### src/rtl/ps2_pkg.sv
// Shared types and frame constants for the PS/2 scancode receiver.
package ps2_pkg;

  typedef enum logic [1:0] {
    IDLE  = 2'd0,
    RX    = 2'd1,
    CHECK = 2'd2
  } rx_state_t;

  localparam logic [7:0] PS2_PFX_EXT    = 8'hE0;
  localparam logic [7:0] PS2_PFX_REL    = 8'hF0;
  localparam int         PS2_FRAME_BITS = 11;

  // Bit counter values seen on the parity and stop falls (start fall is not counted).
  localparam logic [3:0] PS2_PAR_BIT  = 4'(PS2_FRAME_BITS - 3);
  localparam logic [3:0] PS2_STOP_BIT = 4'(PS2_FRAME_BITS - 2);

  function automatic logic frame_ok(input logic [7:0] data, input logic par, input logic stop);
    return (^{data, par}) & stop;
  endfunction

endpackage

### src/rtl/ps2_line_filter.sv
// Two-flop synchroniser plus run-length deglitch filter for one PS/2 pin.
// o_fall pulses for one cycle in the cycle after the filtered line drops 1->0.
module ps2_line_filter #(
  parameter int FILTER_LEN = 8
) (
  input  logic clk_sys,
  input  logic reset_n,
  input  logic i_pin,
  output logic o_filt,
  output logic o_fall
);

  localparam int CNT_W = $clog2(FILTER_LEN);

  logic [1:0]       r_sync;
  logic [CNT_W-1:0] r_cnt;
  logic             r_filt;
  logic             r_fall;

  // r_cnt counts consecutive synchronised samples that disagree with r_filt.
  always_ff @(posedge clk_sys or negedge reset_n) begin
    if (!reset_n) begin
      r_sync <= 2'b11;
      r_cnt  <= '0;
      r_filt <= 1'b1;
      r_fall <= 1'b0;
    end else begin
      r_sync <= {r_sync[0], i_pin};
      r_fall <= 1'b0;
      if (r_sync[1] != r_filt) begin
        if (r_cnt == CNT_W'(FILTER_LEN - 1)) begin
          r_filt <= r_sync[1];
          r_cnt  <= '0;
          r_fall <= r_filt;
        end else begin
          r_cnt <= r_cnt + 1'b1;
        end
      end else begin
        r_cnt <= '0;
      end
    end
  end

  assign o_filt = r_filt;
  assign o_fall = r_fall;

endmodule

### src/rtl/ps2_scancode_rx.sv
// PS/2 device-to-host frame receiver folding E0/F0 prefixes into flags.
// Define PS2_TIMEOUT_EN to abort frames whose clock stalls for TIMEOUT_CYC cycles.
//   state | meaning
//   IDLE  | waiting for a start-bit fall (data low)
//   RX    | shifting data, parity and stop bits on each fall
//   CHECK | one cycle while the frame result (strobe/err) is presented
module ps2_scancode_rx
  import ps2_pkg::*;
#(
  parameter int FILTER_LEN  = 8,
  parameter int TIMEOUT_CYC = 56000
) (
  input  logic       clk_sys,
  input  logic       reset_n,
  input  logic       i_ps2_kbd_clk,
  input  logic       i_ps2_kbd_data,
  output logic [7:0] o_code,
  output logic       o_release,
  output logic       o_extended,
  output logic       o_strobe,
  output logic       o_frame_err,
  output logic       o_busy
);

  if (FILTER_LEN < 2 || TIMEOUT_CYC < 2) begin : g_param_check
    $error("ps2_scancode_rx: FILTER_LEN and TIMEOUT_CYC must both be at least 2");
  end

  logic w_fall, w_data, w_clk_filt_unused, w_data_fall_unused, w_to_exp;

  ps2_line_filter #(.FILTER_LEN(FILTER_LEN)) u_clk_filt (
    .clk_sys (clk_sys),
    .reset_n (reset_n),
    .i_pin   (i_ps2_kbd_clk),
    .o_filt  (w_clk_filt_unused),
    .o_fall  (w_fall)
  );

  ps2_line_filter #(.FILTER_LEN(FILTER_LEN)) u_data_filt (
    .clk_sys (clk_sys),
    .reset_n (reset_n),
    .i_pin   (i_ps2_kbd_data),
    .o_filt  (w_data),
    .o_fall  (w_data_fall_unused)
  );

  rx_state_t  r_state, w_state_nx;
  logic [3:0] r_bit, w_bit_nx;
  logic [7:0] r_shift, w_shift_nx;
  logic       r_par, w_par_nx;
  logic       r_ext, w_ext_nx;
  logic       r_rel, w_rel_nx;
  logic [7:0] r_code, w_code_nx;
  logic       r_rel_o, w_rel_o_nx;
  logic       r_ext_o, w_ext_o_nx;
  logic       r_strobe, w_strobe_nx;
  logic       r_err, w_err_nx;

`ifdef PS2_TIMEOUT_EN
  localparam int TO_W = $clog2(TIMEOUT_CYC);
  logic [TO_W-1:0] r_to;

  // Down-counter held full outside RX and on every fall; expiry is the zero compare.
  always_ff @(posedge clk_sys or negedge reset_n) begin
    if (!reset_n)                   r_to <= '0;
    else if (r_state != RX || w_fall) r_to <= TO_W'(TIMEOUT_CYC - 1);
    else if (!w_to_exp)             r_to <= r_to - 1'b1;
  end

  assign w_to_exp = (r_state == RX) && (r_to == '0);
`else
  assign w_to_exp = 1'b0;
`endif

  always_comb begin
    w_state_nx  = r_state;
    w_bit_nx    = r_bit;
    w_shift_nx  = r_shift;
    w_par_nx    = r_par;
    w_ext_nx    = r_ext;
    w_rel_nx    = r_rel;
    w_code_nx   = r_code;
    w_rel_o_nx  = r_rel_o;
    w_ext_o_nx  = r_ext_o;
    w_strobe_nx = 1'b0;
    w_err_nx    = 1'b0;
    unique case (r_state)
      IDLE: begin
        if (w_fall && !w_data) begin
          w_state_nx = RX;
          w_bit_nx   = '0;
        end
      end
      RX: begin
        if (w_fall) begin
          w_bit_nx = r_bit + 4'd1;
          if (r_bit < PS2_PAR_BIT) begin
            w_shift_nx = {w_data, r_shift[7:1]};
          end else if (r_bit == PS2_PAR_BIT) begin
            w_par_nx = w_data;
          end else begin
            w_state_nx = CHECK;
            w_bit_nx   = '0;
            if (frame_ok(r_shift, r_par, w_data)) begin
              if (r_shift == PS2_PFX_EXT) begin
                w_ext_nx = 1'b1;
              end else if (r_shift == PS2_PFX_REL) begin
                w_rel_nx = 1'b1;
              end else begin
                w_strobe_nx = 1'b1;
                w_code_nx   = r_shift;
                w_rel_o_nx  = r_rel;
                w_ext_o_nx  = r_ext;
                w_ext_nx    = 1'b0;
                w_rel_nx    = 1'b0;
              end
            end else begin
              w_err_nx = 1'b1;
              w_ext_nx = 1'b0;
              w_rel_nx = 1'b0;
            end
          end
        end else if (w_to_exp) begin
          w_state_nx = IDLE;
          w_bit_nx   = '0;
          w_err_nx   = 1'b1;
          w_ext_nx   = 1'b0;
          w_rel_nx   = 1'b0;
        end
      end
      CHECK: begin
        w_state_nx = IDLE;
      end
      default: begin
        w_state_nx = IDLE;
      end
    endcase
  end

  always_ff @(posedge clk_sys or negedge reset_n) begin
    if (!reset_n) begin
      r_state  <= IDLE;
      r_bit    <= '0;
      r_shift  <= '0;
      r_par    <= 1'b0;
      r_ext    <= 1'b0;
      r_rel    <= 1'b0;
      r_code   <= '0;
      r_rel_o  <= 1'b0;
      r_ext_o  <= 1'b0;
      r_strobe <= 1'b0;
      r_err    <= 1'b0;
    end else begin
      r_state  <= w_state_nx;
      r_bit    <= w_bit_nx;
      r_shift  <= w_shift_nx;
      r_par    <= w_par_nx;
      r_ext    <= w_ext_nx;
      r_rel    <= w_rel_nx;
      r_code   <= w_code_nx;
      r_rel_o  <= w_rel_o_nx;
      r_ext_o  <= w_ext_o_nx;
      r_strobe <= w_strobe_nx;
      r_err    <= w_err_nx;
    end
  end

  assign o_code      = r_code;
  assign o_release   = r_rel_o;
  assign o_extended  = r_ext_o;
  assign o_strobe    = r_strobe;
  assign o_frame_err = r_err;
  assign o_busy      = (r_state == RX);

endmodule
### config.mk
export PLATFORM = sky130hd
export DESIGN_NAME = ps2_scancode_rx
export DESIGN_NICKNAME = d
export VERILOG_FILES = /design/src/rtl/ps2_pkg.sv /design/src/rtl/ps2_line_filter.sv /design/src/rtl/ps2_scancode_rx.sv
export SDC_FILE = /design/constraint.sdc
export NUM_CORES = 1
export LEC_CHECK = 0
export ABC_AREA = 1
export CELL_PAD_IN_SITES_DETAIL_PLACEMENT = 2
export CELL_PAD_IN_SITES_GLOBAL_PLACEMENT = 2
export CORE_MARGIN = 2
export CORE_UTILIZATION = 35
export DETAILED_ROUTE_END_ITERATION = 12
export PLACE_DENSITY = 0.89
export SLEW_MARGIN = 20
export SYNTH_ARGS = -nofsm -noshare
export SYNTH_HDL_FRONTEND = slang
export SYNTH_SLANG_ARGS = --single-unit
### constraint.sdc
create_clock -name clk_sys -period 2.01 [get_ports clk_sys]
set_input_delay 0.402 -clock clk_sys [delete_from_list [all_inputs] [get_ports clk_sys]]
set_output_delay 0.402 -clock clk_sys [all_outputs]
set_load 0.1 [all_outputs]
== Word level (Yosys, flattened, before mapping) ==
Cells that the tools add are included.

* Order comparisons: 1
* Reduce and logical (&&, ||, !) cells: 14
* Equal/unequal tests: 14
* Bitwise gates (word level): 5
* $add $sub $neg: 3
* Multiplexer cells: 34

{| class="wikitable"
|+ Operators by type and width
! cell !! count
|-
| 1-bit 2-to-1 mux || 20
|-
| 8-bit equality test, second input constant || 2
|-
| 4-bit 2-to-1 mux || 4
|-
| 3-bit 2-to-1 mux || 4
|-
| 5-bit AND reduction || 2
|-
| 9-bit XOR reduction || 1
|-
| 2-bit 2-to-1 mux || 4
|-
| 2-bit != test, second input constant || 4
|-
| 4-bit case mux with 2 select lines || 1
|-
| 4-bit AND reduction || 2
|-
| 7-bit AND reduction || 1
|-
| 3-bit by 1-bit adder with 3-bit output, second input constant || 2
|-
| 3-bit equality test, second input constant || 2
|-
| 3-bit AND reduction || 2
|-
| 4-bit by 1-bit adder with 4-bit output, second input constant || 1
|-
| 4-bit equality test, second input constant || 1
|-
| 4-bit less-than comparator, second input constant || 1
|-
| 1-bit NOT || 4
|-
| 2-bit case mux with 2 select lines || 1
|-
| 2-bit AND reduction || 2
|-
| 3-bit != test, second input constant || 1
|-
| 2-bit by 1-bit equality test with 1-bit output, second input constant || 1
|-
| 2-bit logical NOT || 1
|-
| 1-bit != test || 2
|-
| 5 further kinds || 5
|}

* Output and inout bits: 13
* Bits in registers: 42
* Bits of input ports: 4
* Word-level logic and storage cells: 89

== Logic depth before layout (Yosys ltp) ==
Gate-level depths: netlist (run 1).

* Depth after elaboration: 8
* Mapped depth: 12
* Mapped depth without buffers: 11

== Modules after synthesis ==
From an unflattened synthesis (run 1), not the netlist that was laid out.

* Cells, all modules: 233
* Area total of the unflattened synthesis: 2080.7 um2

{| class="wikitable"
|+ Modules (own cells, without submodules)
! module !! area an instance (um2) !! cells each !! times used !! sequential area each (um2)
|-
| ps2_scancode_rx || 1545.2 || 185 || 1 || 725.7
|-
| ps2_line_filter at u_data_filt || 271.5 || 24 || 1 || 178.9
|-
| ps2_line_filter at u_clk_filt || 264.0 || 24 || 1 || 178.9
|}

== Least setup slack after synthesis (run 1) ==
No wires, ideal clock.

* Path kind: register to register
* Start point: reg r_state[1]
* End point: reg r_code[1] (netlist: o_code[1])
* Buffers on the path: 1
* Period minus slack after synthesis: 1889 ps
* Data arrival time: 1767 ps
* Setup time: 122 ps
* Stages on the path, launching flop included: 10
* Setup slack: 121 ps
* Cell sequence: dfrtp_1 -> nor2_4 -> nand2_4 -> nor2_8 -> nand2_4 -> nor2_4 -> nand3_2 -> buf_6 -> nand2_1 -> nand2_1

* Cells in the longest elaborated chain, start to end: 2

{| class="wikitable"
|+ RTL lines
! element !! line !! text
|-
| start, declared || ps2_scancode_rx.sv:47 || <nowiki>rx_state_t r_state, w_state_nx;</nowiki>
|-
| start signal, assigned || ps2_scancode_rx.sv:154 || <nowiki>r_state <= w_state_nx;</nowiki>
|-
| 2-bit by 1-bit equality test with 1-bit output || - ||
|-
| named net o_busy || ps2_scancode_rx.sv:22 || <nowiki>output logic o_busy</nowiki>
|-
| 7-bit AND reduction (no line) || - ||
|-
| end signal, assigned || ps2_scancode_rx.sv:160 || <nowiki>r_code <= w_code_nx;</nowiki>
|-
| end, declared || ps2_scancode_rx.sv:53 || <nowiki>logic [7:0] r_code, w_code_nx;</nowiki>
|}

The timed path passes the listed nets, and every way through them passes these cells.
A chain may end at the register's enable or synchronous reset.

== Final worst setup path (run 1) ==
* Start point: reg r_bit[0]
* End point: reg r_code[1] (netlist: o_code[1])

* Cells in the longest elaborated chain, start to end: 3

{| class="wikitable"
|+ RTL lines
! element !! line !! text
|-
| start, declared || ps2_scancode_rx.sv:48 || <nowiki>logic [3:0] r_bit, w_bit_nx;</nowiki>
|-
| start signal, assigned || ps2_scancode_rx.sv:155 || <nowiki>r_bit <= w_bit_nx;</nowiki>
|-
| 4-bit less-than comparator / 4-bit equality test (equally long branches) || ps2_scancode_rx.sv:97, ps2_scancode_rx.sv:99 ||
|-
| 1-bit NOT (no line) || - ||
|-
| 7-bit AND reduction (no line) (*) || - ||
|}

Every way passes the cells marked *; elsewhere a longest branch is shown, timed or not.

==> results of run 1 <==
[critical path: cells and delay by family, from the launching register on]
kind	cells	cell delay [ns]
flops	1	0.39
simple gates	7	0.82
buf+inv	2	0.31
fa+ha+maj	1	0.24
[layout make-up]
cell class / count / area (µm²)
Multi-Input combinational cell: 138 / 737.0
Clock buffer: 5 / 68.82
Fill cell: 611 / 3148
Clock inverter: 3 / 40.04
Inverter: 26 / 97.59
Sequential cell: 42 / 1059
Tap cell: 72 / 90.09
Timing Repair Buffer: 20 / 165.2
[power breakdown]
group / switching [mW] / internal (mW)
Clock: 0.304 / 0.366
Sequential: 0.0379 / 0.927
Combinational: 0.152 / 0.0772
Total: 0.494 / 1.37
[state kept, by name, indices dropped and copies added (netlist names)]
| name | flops |
|---|---|
| o_code | 8 |
| r_ext | 1 |
| u_clk_filt.o_fall | 1 |
| r_shift | 8 |
| u_clk_filt.r_sync | 2 |
| o_strobe | 1 |
| u_data_filt.o_filt | 1 |
| o_release | 1 |
| u_data_filt.r_sync | 2 |
| u_data_filt.r_cnt | 3 |
| u_clk_filt.r_cnt | 3 |
| u_clk_filt.o_filt | 1 |
| r_bit | 4 |
| r_par | 1 |
| r_rel | 1 |
| o_frame_err | 1 |
| o_extended | 1 |
| r_state | 2 |
[metal layers]
metal / global-route usage / vias to the layer above / share of wire
met3: 0.02299 / 10 / 0.022
met5: 0 / - / 0
met4: 0.07368 / 0 / 0.019
met2: 0.3336 / 26 / 0.51
li1: - / 717 / -
met1: 0.2311 / 785 / 0.45
[cells in the mapped netlist (5+ instances only)]
cell type,instances
nand2_1,65
nand3_1,5
inv_1,24
ha_1,6
nand4_1,12
o21ai_0,13
nor3_1,6
dfstp_2,6
a21oi_1,5
nor2_1,10
dfrtp_1,36
[timing repair]
action / 4_1_cts / 5_1_grt
setup endpoints to repair: 0 / 1
resized for setup: 0 / 1
buffers inserted: 0 / 0
[per-stage QoR]
| step | total power [mW] | cell area (µm²) | utilization | setup slack [ns] | cells |
|---|---|---|---|---|---|
| 6_report | 1.864 | 2257 | 0.4176 | 0.1915 | 306 |
| 3_3_place_gp | 1.175 | 2141 | 0.3961 | 0.3543 | 298 |
| 3_5_place_dp | 1.205 | 2141 | 0.3961 | 0.1994 | 298 |
| 2_1_floorplan | 1.114 | 1928 | - | 0.1210 | 212 |
| 5_1_grt | 1.952 | 2257 | 0.4176 | 0.04189 | 306 |
| 4_1_cts | 1.870 | 2250 | 0.4162 | 0.1378 | 306 |
[cell families (layout without fill, tap and decap cells)]
kind of cell    count (synthesis)  count (layout)  synth area share
xor+xnor                        3               3           0.01363
compound gates                 21              21           0.05970
simple gates                  108             108            0.2661
fa+ha+maj                       6               6           0.03893
flops                          42              42            0.5490
buf+inv                        32              54           0.07268
[placed cells by master (no fill, tap or decap), drive strengths merged]
cell           netlist  final
a21oi                5      5
a22oi                1      1
buf                  3     18
bufinv               0      1
clkbuf               3      5
clkdlybuf4s50        0      2
clkinv               0      2
dfrtp               36     36
dfstp                6      6
ha                   6      6
inv                 26     26
nand2               69     69
nand3                6      6
nand4               12     12
nor2                14     14
nor3                 6      6
nor3b                1      1
o21ai               13     13
o221ai               1      1
o311ai               1      1
xnor2                2      2
xor2                 1      1
[worst paths after layout]
kind                                         end  slack [ns]
hold reg to reg            u_data_filt.r_sync[1]        0.36
setup / recovery                       o_code[1]        0.19
setup reg to reg                       o_code[1]        0.19
min in group clk_sys       u_data_filt.r_sync[1]        0.36
hold / removal               u_clk_filt.r_cnt[2]        0.17
max in group asynchronous               r_bit[2]        1.46
==> reports/metrics.yaml, run 1 <==
status:
  status: "completed"
floorplanning:
  die_y_um: 78.22
  dieWidth_um: 78.22
  io_pins: 17
  std_cell_rows: 27
  floorplan.initialDensity: 0.3567
  dieArea_mm2: 0.006118
  core_area_mm2: 0.005405
detailed_routing:
  viasPerCell: 5.026
  drcViolationCount: 0
  drt_iter0_markers: 67
  num_vias: 1538
  wirelength_um: 5334
  ant_nets: 0
  first_pass_iters: 4
  routedWlPerCell_um: 17.43
timing:
  period_share: 0.9047
  setup_violations: 0
  rsz0062_at_grt: "no"
  setup_tns_ns: 0
  worstMarginPinSlew_ns: 0.5497
  hold_viol: 0
  clock_skew_ns: 0.008290
  slew-limit-headroom: 0.6335
  fmax_mhz: 549.9
  holdWs_ns: 0.1697
  period_minus_slack_ns: 1.819
  drv_slew: 0
placement:
  gp_congestion: 0.7502
  dp.final_hpwl_um: 3768
  buffer_ports.inserted: 16
logic_synthesis:
  ys_seq_elements: 42
  synth_cells: 212
  ys_async_sr_fraction: 1.000
  yosys-top-cells-area: "dfrtp_1 (47%), nand2_1 (13%), dfstp_2 (8.2%)"
  avgSynthCellArea_um2: 9.095
  synthesis.nets: 222
  yosysSeqAreaShare: 0.5490
  synthDominantCellAreaShare: 0.4672
  synth_edf_count: 0
  ys_warn_count: 0
  synthFlopType: "dfrtp_1"
  yosys.area.top_type: "dfrtp_1"
  syn_area_mm2: 0.001928
  synth_cell_types: 28
final_layout:
  n_antenna_cell: 0
  drive_above_1_share: 0.1838
  nets: 243
  area_growth_pct: 17.07
setup_path:
  cp_max_fo: 10
  cpMostUsedCell: "nand2_1"
  cp-end-kind: "register"
  worst_path_max_delay_cell: "dfrtp_1"
  cp-start-kind: "register"
  r2r-start: "r_bit[0]"
  critical_path_class: "register to register"
  required_ns: 2.25
  ff2ff_path_depth: 10
  slowest_delay_ns: 0.39
  crit_chain: "inv_1, ha_1, nand2_2, nand2_1, nor2_8, nand2_4, nor2_4, buf_4, nand4_1, nand2_1"
  critical_path.startpoint: "r_bit[0]"
  arrival_ns: 2.06
clock_network:
  clkSinkCount: 42
  cts.clk_slew.worst_paths_ns: 0.09
  cts_buffer_depth: 2
  cts_buffers: 5
  cts_tree: "built"
  cts_hold_buf: 0
  worst_skew_pair.late_latency_ns: 0.29
  cts-htree-levels: 2
  cts_root_buf: "clkbuf_8"
power:
  ir_drop_v: 0.0003508
  power_density_mw_per_mm2: 825.9
  leakage_nw: 1.142
global_routing:
  grt_pass1_vias: 1720
  grt_util_all_layers: 0.1874
  overflow: 0
  antenna_found_initial: 0
  grt_pass1_wl_um: 8976
  grt_max_degree: 43
flow_run:
  maxCapViolations: 0
hold_path:
  hp-class: "input pin to async pin"
Note: power is estimated with default switching activity, not from simulation.
==> run 2: changes to the inputs <==
--- a/config.mk
+++ b/config.mk
@@ -9,10 +9,10 @@
 export CELL_PAD_IN_SITES_DETAIL_PLACEMENT = 2
 export CELL_PAD_IN_SITES_GLOBAL_PLACEMENT = 2
 export CORE_MARGIN = 2
-export CORE_UTILIZATION = 35
+export CORE_UTILIZATION = 38
 export DETAILED_ROUTE_END_ITERATION = 12
-export PLACE_DENSITY = 0.89
-export SLEW_MARGIN = 20
+export DONT_BUFFER_PORTS = 1
+export PLACE_DENSITY = 0.87
 export SYNTH_ARGS = -nofsm -noshare
 export SYNTH_HDL_FRONTEND = slang
 export SYNTH_SLANG_ARGS = --single-unit
==> run 2 against run 1 <==
Compared with the run above: sequential share of layout area decreased by 0.10 points; global-route usage up 3.8 points; combinational power increased by 6%; highest routed layer unchanged; die area decreased by 7.5%; register-to-register slack worse by 0.03 ns; largest cell class unchanged; count of clock-buffer cells in the layout rose by 1.
==> reports/metrics.yaml, run 2 (synthesis results as in run 1) <==
placement:
  dp.cells: 289  # -3.0%
  dp.final_hpwl_um: 3895  # +3.4%
  buffer_ports.inserted: 0  # -16
  gp_congestion: 0.7468  # -0.45%
clock_network:
  cts.clk_slew.worst_paths_ns: 0.08  # about the same
  clkSinkCount: 42  # unchanged
  cts-htree-levels: 2  # unchanged
  worst_skew_pair.late_latency_ns: 0.30  # about the same
  cts_buffer_depth: 2  # unchanged
  cts_buffers: 5  # unchanged
  cts_tree: "built"
  cts_root_buf: "clkbuf_8"
  postCtsSetupBuffers: 0  # unchanged
detailed_routing:
  ant_nets: 0  # unchanged
  wirelength_um: 5610  # +5.2%
  num_vias: 1559  # +1.4%
  routedWlPerCell_um: 18.76  # +7.6%
  first_pass_iters: 4  # unchanged
  drt_iter0_markers: 78  # +16%
  viasPerCell: 5.214  # +3.7%
  drcViolationCount: 0  # unchanged
power:
  leakage_nw: 1.146  # +0.34%
  ir_drop_v: 0.0003726  # +6.2%
  power_density_mw_per_mm2: 898.7  # +8.8%
floorplanning:
  die_y_um: 75.23  # -3.8%
  core_area_mm2: 0.004817  # -11%
  dieWidth_um: 75.23  # -3.8%
  floorplan.initialDensity: 0.4003  # +0.04355
  dieArea_mm2: 0.005660  # -7.5%
  io_pins: 17  # unchanged
  std_cell_rows: 25  # -7.4%
final_layout:
  final_cells: 299  # -2.3%
  area_growth_pct: 17.33
  n_antenna_cell: 0  # unchanged
  layout_common_cells: "nand2_1 (65), dfrtp_1 (36), inv_1 (24)"
  drive_above_1_share: 0.1810  # -0.002726
  final_common_cell: "nand2_1"
  nets: 241  # -0.82%
timing:
  setup_violations: 0  # unchanged
  holdWs_ns: 0.09304  # -0.07666 ns
  slew-limit-headroom: 0.6293  # -0.004218
  rsz0062_at_grt: "no"
  drv_slew: 0  # unchanged
  clock_skew_ns: 0.003135  # -0.005156 ns
  fmax_mhz: 539.6  # -1.9%
  period_share: 0.9219  # +0.01720
  period_minus_slack_ns: 1.853  # +0.03457 ns
  worstMarginPinSlew_ns: 0.5547  # +0.004983 ns
  setup_tns_ns: 0  # unchanged
  hold_viol: 0  # unchanged
setup_path:
  arrival_ns: 2.02  # -0.04 ns
  cp_max_fo: 11  # +1
  cp-end-kind: "register"
  critical_path_class: "register to register"
  cp-start-kind: "register"
  required_ns: 2.18  # -0.07 ns
global_routing:
  grt_util_all_layers: 0.2253  # +0.03785
  grt_pass1_wl_um: 9094  # +1.3%
  antenna_found_initial: 0  # unchanged
  grt_max_degree: 43  # unchanged
  overflow: 0  # unchanged
  grt_pass1_vias: 1775  # +3.2%
hold_path:
  hp-class: "input pin to register"
flow_run:
  maxCapViolations: 0  # unchanged
status:
  status: "completed"
-- run 2: cell count changes in the layout (fill, tap and decap cells not counted) --
cell and change:
buf_2 -1, nand3_4 -1, clkinv_2 -2, dlygate4sd3_1 +1
clkdlybuf4s50_1 -2, clkbuf_8 +1, nand3_2 +1, bufinv_16 +1
-- run 2: path summary, 6_finish.rpt --
kind / end / slack, ns / depth (start not counted) / startpoint
worst min register to register: u_data_filt.r_sync[1] / 0.37 / 0 / u_data_filt.r_sync[0]
worst max-delay path: o_code[4] / 0.16 / 10 / r_bit[0]
worst min-delay path: u_data_filt.r_sync[0] / 0.09 / 0 / i_ps2_kbd_data
worst max register to register: o_code[4] / 0.16 / 10 / r_bit[0]
min in group asynchronous: u_data_filt.r_cnt[2] / 0.57 / 2 / reset_n
max in group asynchronous: u_data_filt.o_filt / 1.18 / 2 / reset_n
-- run 2: per-stage QoR --
step	worst slack, ns	total power, mW	util	area [µm²]
after global routing	0.01326	2.117	0.4696	2262
after CTS	0.1442	2.044	0.4696	2262
after floorplan	0.1210	1.114	-	1928
after detailed placement	0.1985	1.190	0.4338	2090
after global placement	0.3504	1.157	0.4338	2090
final	0.1569	2.033	0.4696	2262
-- run 2: metal layers --
metal | vias up | wire [µm] | share of wire | GRT usage
met3 | 9 | 92 | 0.016 | 0.03079
met5 | - | 0 | 0 | 0
li1 | 721 | - | - | -
met4 | 0 | 100 | 0.018 | 0.08967
met2 | 16 | 3068 | 0.55 | 0.4162
met1 | 813 | 2349 | 0.42 | 0.2618
-- run 2: layout make-up --
cell class | count | area (µm²)
fill | 553 | 2555
sequential | 42 | 1059
multi-input combinational | 138 | 729.5
timing repair buffer | 18 | 150.1
inverter | 26 | 97.59
tap | 67 | 83.83
clock buffer | 6 | 82.58
clock inverter | 2 | 60.06
-- run 2: worst max-delay path: stages (launching register included) --
cell	delay, ns
dfrtp_1	0.39
inv_1	0.10
ha_1	0.21
nand2_2	0.08
nand2_1	0.14
nor2_8	0.17
nand2_4	0.07
nor2_4	0.09
nand3_2	0.22
nand2_1	0.13
nand2_1	0.09
-- run 2: timing repair --
item	in CTS	in global routing
hold buffers	2	0
endpoints found under the hold margin	42	0
endpoints found under the setup margin	0	0
resized for setup	0	0
-- run 2: power breakdown --
| part | internal, mW | switching (mW) |
|---|---|---|
| registers | 0.927 | 0.0374 |
| clock network | 0.530 | 0.297 |
| logic | 0.0826 | 0.159 |
| total | 1.54 | 0.493 |
